File: config.mk
export PLATFORM = sky130hd
export DESIGN_NAME = semaforo_pedido
export DESIGN_NICKNAME = d
export VERILOG_FILES = /design/src/rtl/semaforo_pkg.sv /design/src/rtl/semaforo_pedido_debounce.sv /design/src/rtl/semaforo_pedido.sv
export SDC_FILE = /design/constraint.sdc
export NUM_CORES = 1
export LEC_CHECK = 0
export BUFFER_PORTS_ARGS = -buffer_cell sky130_fd_sc_hd__buf_2
export CORE_MARGIN = 4
export CORE_UTILIZATION = 58
export CTS_BUF_LIST = sky130_fd_sc_hd__clkbuf_8
export CTS_CLUSTER_DIAMETER = 80
export DETAILED_ROUTE_END_ITERATION = 6
export GPL_TIMING_DRIVEN = 0
export HOLD_SLACK_MARGIN = 0.15
export PLACE_DENSITY = 0.85
export RECOVER_POWER = 100
export SETUP_SLACK_MARGIN = 0.15
export SYNTH_ARGS = -nofsm -noshare
export SYNTH_HDL_FRONTEND = slang
export SYNTH_HIERARCHICAL = 1
export SYNTH_SLANG_ARGS = --single-unit
File: constraint.sdc
create_clock -name clk -period 3.2 [get_ports clk]
set_input_delay 0.16 -clock clk [delete_from_list [all_inputs] [get_ports clk]]
set_output_delay 0.16 -clock clk [all_outputs]
set_load 0.01 [all_outputs]
File: src/rtl/semaforo_pkg.sv
// Lamp encodings, FSM states and lamp-bus validity shared by the traffic controller and its front ends.
package semaforo_pkg;

  localparam logic [2:0] LUZ_VERDE    = 3'b001;
  localparam logic [2:0] LUZ_AMARELO  = 3'b010;
  localparam logic [2:0] LUZ_VERMELHO = 3'b100;

  typedef enum logic [1:0] {
    IDLE     = 2'd0,
    ARMED    = 2'd1,
    SERVING  = 2'd2,
    COOLDOWN = 2'd3
  } estado_t;

  function automatic logic luz_valida(input logic [2:0] luz);
    return (luz == LUZ_VERDE) || (luz == LUZ_AMARELO) || (luz == LUZ_VERMELHO);
  endfunction

endpackage

File: src/rtl/semaforo_pedido_debounce.sv
// Push-button synchronizer and debouncer; the level flips after DEB_CYCLES stable synchronized cycles.
// o_rise is a registered one-cycle pulse on the same edge the debounced level goes high.
module debounce #(
  parameter int DEB_CYCLES = 4
) (
  input  logic clk,
  input  logic rst_n,
  input  logic i_btn_raw,
  output logic o_level,
  output logic o_rise
);

  localparam int CW = $clog2(DEB_CYCLES + 1);

  logic          r_sync1;
  logic          r_sync2;
  logic          r_level;
  logic          r_rise;
  logic [CW-1:0] r_cnt;

  always_ff @(posedge clk or negedge rst_n) begin
    if (!rst_n) begin
      r_sync1 <= 1'b0;
      r_sync2 <= 1'b0;
      r_level <= 1'b0;
      r_rise  <= 1'b0;
      r_cnt   <= '0;
    end else begin
      r_sync1 <= i_btn_raw;
      r_sync2 <= r_sync1;
      r_rise  <= 1'b0;
      if (r_sync2 != r_level) begin
        if (r_cnt == CW'(DEB_CYCLES - 1)) begin
          r_level <= r_sync2;
          r_rise  <= r_sync2;
          r_cnt   <= '0;
        end else begin
          r_cnt <= r_cnt + CW'(1);
        end
      end else begin
        r_cnt <= '0;
      end
    end
  end

  assign o_level = r_level;
  assign o_rise  = r_rise;

endmodule

File: src/rtl/semaforo_pedido.sv
// Pedestrian request front end: holds bt until one full red phase of light A is served, then cools down.
// bt is registered; a clean press raises it DEB_CYCLES+2 edges after the button is first sampled high.
module semaforo_pedido
  import semaforo_pkg::*;
#(
  parameter int DEB_CYCLES  = 4,
  parameter int COOL_CYCLES = 8,
  parameter int CNT_W       = 8
) (
  input  logic             clk,
  input  logic             rst_n,
  input  logic             btn_raw,
  input  logic [2:0]       A,
  output logic             bt,
  output logic             req_led,
  output logic             served,
  output logic [CNT_W-1:0] served_cnt,
  output logic             fault
);

  localparam int CCW = $clog2(COOL_CYCLES + 1);

  estado_t          r_state;
  estado_t          w_state_nxt;
  logic [CCW-1:0]   r_cool;
  logic [CCW-1:0]   w_cool_nxt;
  logic             r_pend;
  logic             w_pend_nxt;
  logic             r_bt;
  logic             w_bt_nxt;
  logic             r_served;
  logic             w_served_nxt;
  logic [CNT_W-1:0] r_cnt;
  logic             r_fault;
  logic             w_a_ok;
  logic             w_level;
  logic             w_rise;
  logic             w_press;

  debounce #(
    .DEB_CYCLES(DEB_CYCLES)
  ) u_debounce (
    .clk      (clk),
    .rst_n    (rst_n),
    .i_btn_raw(btn_raw),
    .o_level  (w_level),
    .o_rise   (w_rise)
  );

  assign w_a_ok  = luz_valida(A);
  assign w_press = w_rise & w_level;

  always_ff @(posedge clk or negedge rst_n) begin
    if (!rst_n) begin
      r_state  <= IDLE;
      r_cool   <= '0;
      r_pend   <= 1'b0;
      r_bt     <= 1'b0;
      r_served <= 1'b0;
      r_cnt    <= '0;
      r_fault  <= 1'b0;
    end else begin
      r_state  <= w_state_nxt;
      r_cool   <= w_cool_nxt;
      r_pend   <= w_pend_nxt;
      r_bt     <= w_bt_nxt;
      r_served <= w_served_nxt;
      r_fault  <= r_fault | ~w_a_ok;
      if (w_served_nxt) begin
        r_cnt <= r_cnt + CNT_W'(1);
      end
    end
  end

  // A malformed lamp bus overrides everything, including a SERVING exit in the same cycle.
  always_comb begin
    w_state_nxt = r_state;
    w_cool_nxt  = r_cool;
    w_pend_nxt  = r_pend;
    if (r_fault || !w_a_ok) begin
      w_state_nxt = IDLE;
      w_cool_nxt  = '0;
      w_pend_nxt  = 1'b0;
    end else begin
      case (r_state)
        IDLE: begin
          if (w_press) w_state_nxt = ARMED;
        end
        ARMED: begin
          if (A == LUZ_VERMELHO) w_state_nxt = SERVING;
        end
        SERVING: begin
          if (A != LUZ_VERMELHO) begin
            w_state_nxt = COOLDOWN;
            w_cool_nxt  = '0;
          end
        end
        COOLDOWN: begin
          if (r_cool == CCW'(COOL_CYCLES - 1)) begin
            w_state_nxt = (r_pend || w_press) ? ARMED : IDLE;
            w_pend_nxt  = 1'b0;
            w_cool_nxt  = '0;
          end else begin
            w_cool_nxt = r_cool + CCW'(1);
            if (w_press) w_pend_nxt = 1'b1;
          end
        end
        default: w_state_nxt = IDLE;
      endcase
    end
  end

  always_comb begin
    w_bt_nxt     = (w_state_nxt == ARMED) || (w_state_nxt == SERVING);
    w_served_nxt = (r_state == SERVING) && (w_state_nxt == COOLDOWN);
    req_led      = (r_state == ARMED) || (r_state == SERVING) ||
                   ((r_state == COOLDOWN) && r_pend);
  end

  assign bt         = r_bt;
  assign served     = r_served;
  assign served_cnt = r_cnt;
  assign fault      = r_fault;

endmodule

# [Yosys cells after proc, flatten, opt, wreduce, memory -nomap -nowiden]
# Cells that the tools add are included.
[classes] eq_ne=14 n_reduce_logical=17 n_mux=19 bitwise=3 addsub=3
[ops] cell="$mux 4" n=3
[ops] cell="$mux 2" n=5
[ops] cell="$add 8x1->8 const B" n=1
[ops] cell="$eq 2x2->1 const B" n=4
[ops] cell="$pmux 2 s4" n=1
[ops] cell="$pmux 4 s2" n=1
[ops] cell="$logic_or 1x1->1" n=7
[ops] cell="$mux 1" n=7
[ops] cell="$eq 3x2->1 const B" n=2
[ops] cell="$mux 3" n=2
[ops] cell="$ne 3x3->1 const B" n=2
[ops] cell="$reduce_and 2->1" n=3
[ops] cell="$reduce_bool 3->1" n=2
[ops] cell="$add 4x1->4 const B" n=1
[ops] cell="$eq 2x1->1 const B" n=2
[ops] cell="$eq 4x3->1 const B" n=1
[ops] cell="$add 3x1->3 const B" n=1
[ops] cell="$eq 3x1->1 const B" n=1
[ops] cell="$eq 3x3->1 const B" n=1
[ops] cell="$logic_and 1x1->1" n=2
[ops] cell="$logic_not 2->1" n=1
[ops] cell="$reduce_bool 2->1" n=1
[ops] cell="$and 1x1->1" n=1
[ops] cell="$logic_not 1->1" n=1
[ops] cell="other kinds (3)" n=3
[totals] elab_cells=68 regBits=25 inputBits=6 output_inout_bits=12

# [Depth between registers and ports, before layout]
# Gate-level depths: netlist of the first run.
[depth] ltp_word=8 mapped_depth=12

# [Modules after synthesis]
# Netlist of the first run, hierarchy kept.
[by_module_without_submodules] module="semaforo_pedido" instances=1 area_per_inst_um2=1034.7 cells_per_inst=98
[by_module_without_submodules] module="debounce" instances=1 area_per_inst_um2=256.5 cells_per_inst=15

# [Worst setup path before layout of the first run]
# Ideal clock, no wire load.
[synth_path] path_type="register to register" startpoint="register r_cool[0]" endpoint="register r_cnt[5] (netlist: served_cnt[5])" arrival_time_ns=2.280 path_buffers=1 path_slack_ns=0.795 setup_ns=0.125 path_stages_with_launch=12 t_required_ns=3.075 cell_sequence="dfrtp_1 > ha_1 > and3b_1 > nor2_1 > o22ai_1 > a311oi_1 > ha_1 > and2_1 > clkbuf_1 > and4_1 > nand3_1 > xnor2_1"
[synth_between] elab_chain_cells=6
[synth_lines] item="start, declared" line_no="semaforo_pedido.sv:25" text="logic [CCW-1:0] r_cool;"
[synth_lines] item="start signal, assigned" line_no="semaforo_pedido.sv:64" text="r_cool <= w_cool_nxt;"
[synth_lines] item="$eq 4x3->1" line_no="semaforo_pedido.sv:99" text="if (r_cool == CCW'(COOL_CYCLES - 1)) begin"
[synth_lines] item="$mux 2" line_no="semaforo_pedido.sv:99"
[synth_lines] item="$pmux 2 s4" line_no="semaforo_pedido.sv:85" text="case (r_state)"
[synth_lines] item="$mux 2" line_no="semaforo_pedido.sv:80" text="if (r_fault || !w_a_ok) begin"
[synth_lines] item="via w_state_nxt[1]" line_no="semaforo_pedido.sv:24" text="estado_t w_state_nxt;"
[synth_lines] item="$eq 2x2->1" line_no="semaforo_pedido.sv:115" text="w_served_nxt = (r_state == SERVING) && (w_state_nxt == COOLDOWN);"
[synth_lines] item="$logic_and 1x1->1" line_no="semaforo_pedido.sv:115"
[synth_lines] item="via w_served_nxt" line_no="semaforo_pedido.sv:32" text="logic w_served_nxt;"
[synth_lines] item="end signal, assigned" line_no="semaforo_pedido.sv:70" text="r_cnt <= r_cnt + CNT_W'(1);"
[synth_lines] item="end, declared" line_no="semaforo_pedido.sv:33" text="logic [CNT_W-1:0] r_cnt;"
# The timed path passes the listed nets, and every way through them passes these cells.
# A chain may end at the register's enable or synchronous reset.

# [Worst setup path in the final report of the first run]
# Same ends and word-level chain as after synthesis.

==> run summary, run 1 <==
status - completed
Starting Density - 63.2%
flops & latches, synth - 25
Post-synth EDFFs - 0
dpl hpwl - 1.77 mm
Ys Warns - 6
Vert. Die Dim - 55.2 um
boundary pin count - 18
Critical-path top delay cell - a311oi_1
Clock Root Buffer - clkbuf_8
final worst slack - 0.351 ns
Power Density - 414 nW/um^2
Wirelength per Cell - 14.5 um
pre-CTS WS - 0.432 ns
Clock Sinks - 25
Final GP Congestion - 0.870
setup tns final - 0 ns
Pleak - 0.000663 uW
Tightest Hold Check Type - flip-flop to flip-flop
clk_skew - 0.00537 ns
post-synth cell types - 42
asr flop ratio synth - 100%
Final Hold Fails - 0
GR Util All Layers - 18.9%
# diodes - 0
Fmax - 351 MHz
TritonRoute pass-1 iters - 4
slowest stage delay, CP - 0.42 ns
Post-synth top flop - dfrtp_1
VDD IR-drop max - 0.435 mV
CTS tree - yes
FP Rows - 16
Critical Path, Cell by Cell - ha_1 -> and3b_1 -> nor2_1 -> o22ai_1 -> a311oi_1 -> ha_1 -> and2_0 -> clkbuf_1 -> and4_1 -> nand3_1 -> xnor2_1
Area Growth Syn to Fin - 10.1%
Reg clk slew, reported paths - 0.08 ns
Port Buf Inserts - 17
Post-Layout Cell Count - 163
critical path type - flip-flop to flip-flop
initial antenna violation count - 0
Worst path top cell family by delay - simple AND/OR/NAND/NOR gates
CP startpoint kind - flip-flop
Post-Place Cells - 157
max cap viols - 0
final setup violation count - 0
cell area after synthesis - 1290 sq um
Skew-Pair Late Insertion Delay - 0.26 ns
via-per-instance ratio - 5.64
Design Area, Final - 1420 sq um
total power - 588 uW
number of global-route vias before repair - 932
Final Cycle Share - 89.0%
chip width - 55.2 um
CP Capture Type - flip-flop
most used cell, CP - ha_1
total number of vias - 919
synthesized netlist net count - 127
drt drc - 0
Initial DRC Count - 11
crit-path max FO - 6
nets@finish - 151
largest net degree at the start of global routing - 26
FILL cells - 169
data required time of the worst path - 3.36 ns
die area - 3050 sq um
worst path bufs/invs - 1
Inserted Clock Buffers - 3
Overflow after GRT - 0
# H-tree levels - 1
Slew Limit Fails - 0
CTS Buffer Depth - 2
antenna-violating nets left - 0
share of layout cells above drive strength 1 - 10.3%
headroom to the max-slew limit - 15.7%
post-CTS resize count - 0
area post-placement - 1410 sq um
Mapped Cells - 113
global-route wire length before repair - 3.93 mm
Worst EP arrival - 3.00 ns
Synth Area per Inst - 11.4 sq um
drt total wl - 2.36 mm
core region area - 2040 sq um
RSZ-0062 raised after global routing - false
sequential-to-total area share from yosys stat - 48.4%
Worst-Margin Slew - 1.27 ns
fin crit period - 2.85 ns
## layout make-up
class	instances	area [sq um]	area share, %
Timing Repair Buffer	19	88.8	6.25
Buffer	2	15.0	1.06
Tap cell	27	33.8	2.38
Clock buffer	3	41.3	2.90
Clock inverter	1	3.75	0.264
Multi-Input combinational cell	77	579	40.8
Inverter	9	33.8	2.38
Sequential cell	25	626	44.0
## metal layers
layer / track usage, % / vias up / share of wire (%) / wire, um
met5: 0 / - / 0 / 0
met4: 10.1 / 0 / 2.0 / 48
met3: 4.02 / 5 / 4.2 / 100
met2: 32.1 / 18 / 51 / 1210
met1: 22.4 / 446 / 43 / 1010
li1: - / 450 / - / -
## placed cells by master, fill, tap and decap left out, types with 2 or more instances in the layout
cell	count
mux2_2	2
clkbuf_1	14
o21ai_0	2
ha_1	8
xnor2_1	6
nand2_1	6
clkbuf_8	3
nor3b_1	4
dfrtp_1	25
xor2_1	3
nor2b_1	3
buf_2	4
nor3_1	4
inv_1	10
a22o_1	3
a211oi_1	3
o22ai_1	2
nand3_1	4
and3_1	3
dlygate4sd3_1	2
a21oi_1	3
nor2_1	3
## path summary, 6_finish.rpt
path	slack, ns	to	cells past startpoint	from
min in group asynchronous	0.68	served_cnt[0]	2	rst_n
worst min-delay path	0.35	u_debounce/r_sync2	0	u_debounce/r_sync1
max in group asynchronous	1.77	u_debounce/o_level	2	rst_n
worst max-delay path	0.35	served_cnt[5]	11	r_cool[0]
worst max register to register	0.35	served_cnt[5]	11	r_cool[0]
worst min register to register	0.35	u_debounce/r_sync2	0	u_debounce/r_sync1
## Yosys cell counts (3+ instances only)
master,n,area [sq um]
xor2_1,3,26.3
a22o_1,3,26.3
xnor2_1,6,52.6
dfrtp_1,25,626
nor3_1,3,15.0
nand2_1,6,22.5
a21oi_1,3,15.0
and3_1,3,18.8
nor2_1,3,11.3
nand3_1,4,20.0
ha_1,8,100
inv_1,9,33.8
## kinds of logic (layout without fill, tap and decap cells)
family / Yosys count / in the layout / synth area share [%]
adder cells (fa/ha/maj): 8 / 8 / 7.75
flip-flops: 25 / 25 / 48.4
multiplexers: 3 / 3 / 2.52
AO/OA/AOI/OAI: 22 / 22 / 13.0
buffers and inverters: 11 / 34 / 3.78
XOR/XNOR: 9 / 9 / 6.10
AND/OR/NAND/NOR: 35 / 35 / 18.4
## worst reg2reg max path, cell delays in order (launching register included)
cell and delay, ns:
dfrtp_1 0.41, ha_1 0.25, and3b_1 0.26, nor2_1 0.13
o22ai_1 0.09, a311oi_1 0.43, ha_1 0.21, and2_0 0.14
clkbuf_1 0.24, and4_1 0.31, nand3_1 0.13, xnor2_1 0.14
## flip-flops by register name, indices dropped and copies added, names as in the netlist, 2 cells and up
signal	flops
r_cool	4
r_state	2
served_cnt	8
u_debounce/r_cnt	3
## per-stage QoR
| step | utilization [%] | hold slack [ns] |
|---|---|---|
| floorplan | - | -0.136 |
| global placement | 69.1 | 0.159 |
| detailed placement | 69.1 | 0.163 |
| CTS | 72.2 | 0.353 |
| global route | 69.6 | 0.371 |
| finish | 69.6 | 0.352 |
## report_power, final
| group | internal (uW) | total [uW] | switching, uW |
|---|---|---|---|
| combinational | 30.2 | 61.6 | 31.4 |
| clock | 85.7 | 176 | 90.0 |
| sequential | 334 | 351 | 16.9 |
| total | 450 | 588 | 138 |
## what timing repair did
| item | 4_1_cts | 5_1_grt |
|---|---|---|
| buffers inserted | 0 | 0 |
| hold endpoints to repair | 26 | 0 |
| hold buffers | 2 | 0 |
Power figures use the tool's default switching activity.
==> run 2: changes to the inputs <==
--- a/config.mk
+++ b/config.mk
@@ -6,14 +6,12 @@
 export NUM_CORES = 1
 export LEC_CHECK = 0
 export BUFFER_PORTS_ARGS = -buffer_cell sky130_fd_sc_hd__buf_2
-export CORE_MARGIN = 4
-export CORE_UTILIZATION = 58
+export CORE_UTILIZATION = 63
 export CTS_BUF_LIST = sky130_fd_sc_hd__clkbuf_8
 export CTS_CLUSTER_DIAMETER = 80
 export DETAILED_ROUTE_END_ITERATION = 6
-export GPL_TIMING_DRIVEN = 0
 export HOLD_SLACK_MARGIN = 0.15
-export PLACE_DENSITY = 0.85
+export PLACE_DENSITY = 0.91
 export RECOVER_POWER = 100
 export SETUP_SLACK_MARGIN = 0.15
 export SYNTH_ARGS = -nofsm -noshare
==> constraint.sdc (replaced) <==
create_clock -name clk -period 3.5 [get_ports clk]
set_input_delay 0.175 -clock clk [delete_from_list [all_inputs] [get_ports clk]]
set_output_delay 0.175 -clock clk [all_outputs]
set_load 0.01 [all_outputs]
==> run 2 against run 1 <==
Global-route usage rose by 6.0 points. Utilization is 2.9 points higher. Clock-buffer cell count did not move. Clock skew increased by 0.0049 ns. Cell count decreased by 1.2%. Maximum frequency increased by 4.2%. Sequential cell count did not move. Critical path type unchanged. Largest power group unchanged.
==> run summary, run 2 (same netlist as run 1, synthesis figures left out) <==
Tightest Hold Check Type - flip-flop to flip-flop
Area Growth Syn to Fin - 9.01%
TritonRoute pass-1 iters - 4
CP Capture Type - flip-flop
Slew Limit Fails - 0
worst path bufs/invs - 2
max reg flops - 8
Clock Root Buffer - clkbuf_8
CP startpoint kind - flip-flop
drt drc - 0
drt total wl - 2.61 mm
# H-tree levels - 1
final setup violation count - 0
post-CTS resize count - 0
via-per-instance ratio - 5.96
chip width - 47.3 um
FP Rows - 16
global-route wire length before repair - 3.72 mm
Power Density - 389 nW/um^2
most common cell after layout, fill and taps aside - dfrtp_1
crit-path max FO - 6
Final GP Congestion - 0.821
Worst path top cell family by delay - simple AND/OR/NAND/NOR gates
initial antenna violation count - 0
clk_skew - 0.0103 ns
Initial DRC Count - 16
Post-Place Cells - 155
antenna-violating nets left - 0
boundary pin count - 18
Overflow after GRT - 0
Inserted Clock Buffers - 3
total number of vias - 959
VDD IR-drop max - 0.365 mV
Starting Density - 66.5%
Post-Layout Cell Count - 161
Final Hold Fails - 0
Vert. Die Dim - 47.3 um
Fmax - 366 MHz
Critical-path top delay cell - dfrtp_1
max cap viols - 0
largest net degree at the start of global routing - 26
Port Buf Inserts - 17
# diodes - 0
dpl hpwl - 1.87 mm
CTS Buffer Depth - 2
share of layout cells above drive strength 1 - 11.2%
Final Util - 72.5%
Clock Sinks - 25
Critical Path, Cell by Cell - inv_1 -> ha_1 -> inv_1 -> o21ai_0 -> a21oi_1 -> a211oi_1 -> ha_1 -> and2_0 -> and4_1 -> nand3_1 -> xnor2_1
setup tns final - 0 ns
fin crit period - 2.73 ns
die area - 2230 sq um
headroom to the max-slew limit - 11.6%
CTS tree - yes
nets@finish - 149
status - completed
number of global-route vias before repair - 887
total power - 548 uW
Final Cycle Share - 78.1%
core region area - 1940 sq um
RSZ-0062 raised after global routing - false
Worst EP arrival - 2.90 ns
slowest stage delay, CP - 0.44 ns
Pleak - 0.000654 uW
Worst-Margin Slew - 1.33 ns
most frequent cells in the layout - dfrtp_1 (25), clkbuf_1 (13), inv_1 (9)
critical path type - flip-flop to flip-flop
GR Util All Layers - 24.9%
Wirelength per Cell - 16.2 um
Reg clk slew, reported paths - 0.09 ns
Skew-Pair Late Insertion Delay - 0.27 ns
data required time of the worst path - 3.67 ns
run 2: worst reg2reg max path, cell delays in order, from the launching register on:
cell      delay, ns
dfrtp_1        0.44
inv_1          0.15
ha_1           0.27
inv_1          0.09
o21ai_0        0.16
a21oi_1        0.06
a211oi_1       0.39
ha_1           0.21
and2_0         0.30
and4_1         0.30
nand3_1        0.12
xnor2_1        0.14
run 2: final timing paths:
kind | slack (ns) | startpoint | depth (start not counted) | to
worst min register to register | 0.38 | u_debounce/r_sync1 | 0 | u_debounce/r_sync2
worst max register to register | 0.77 | r_state[0] | 11 | served_cnt[7]
worst min-delay path | 0.38 | u_debounce/r_sync1 | 0 | u_debounce/r_sync2
worst max-delay path | 0.77 | r_state[0] | 11 | served_cnt[7]
min in group asynchronous | 0.75 | rst_n | 2 | r_cool[3]
max in group asynchronous | 1.96 | rst_n | 2 | u_debounce/r_cnt[0]
run 2: through the flow:
stage,cell area (sq um),setup slack [ns],hold WS (ns)
finish,1410,0.767,0.385
global route,1410,0.566,0.391
CTS,1460,0.844,0.383
detailed placement,1400,0.875,0.187
global placement,1400,1.04,0.178
floorplan,1290,1.09,-0.121
run 2: cell type report:
cell class / instances / area (sq um)
clock buffers: 3 / 41.3
repair buffers: 19 / 88.8
well taps: 27 / 33.8
multi-input cells: 77 / 579
flip-flops and latches: 25 / 626
inverters: 9 / 33.8
fillers: 163 / 534
clock inverters: 1 / 5.00
run 2: where the power goes:
part           total, uW  internal (uW)  switching [uW]
Sequential           321            306            15.0
Combinational       56.4           28.5            27.9
Clock                171           79.7            91.3
run 2: what timing repair did:
action                                  in CTS  in global routing
buffers inserted                             0                  0
hold endpoints to repair                    26                  0
endpoints found under the setup margin       0                  0
hold buffers                                 2                  0
run 2: routing by layer:
metal / GRT usage [%] / share of wire [%] / up-vias
li1: - / - / 448
met1: 28.0 / 41 / 480
met2: 46.6 / 55 / 24
met3: 4.62 / 3.1 / 7
met4: 8.57 / 1.5 / 0
met5: 0 / 0 / -
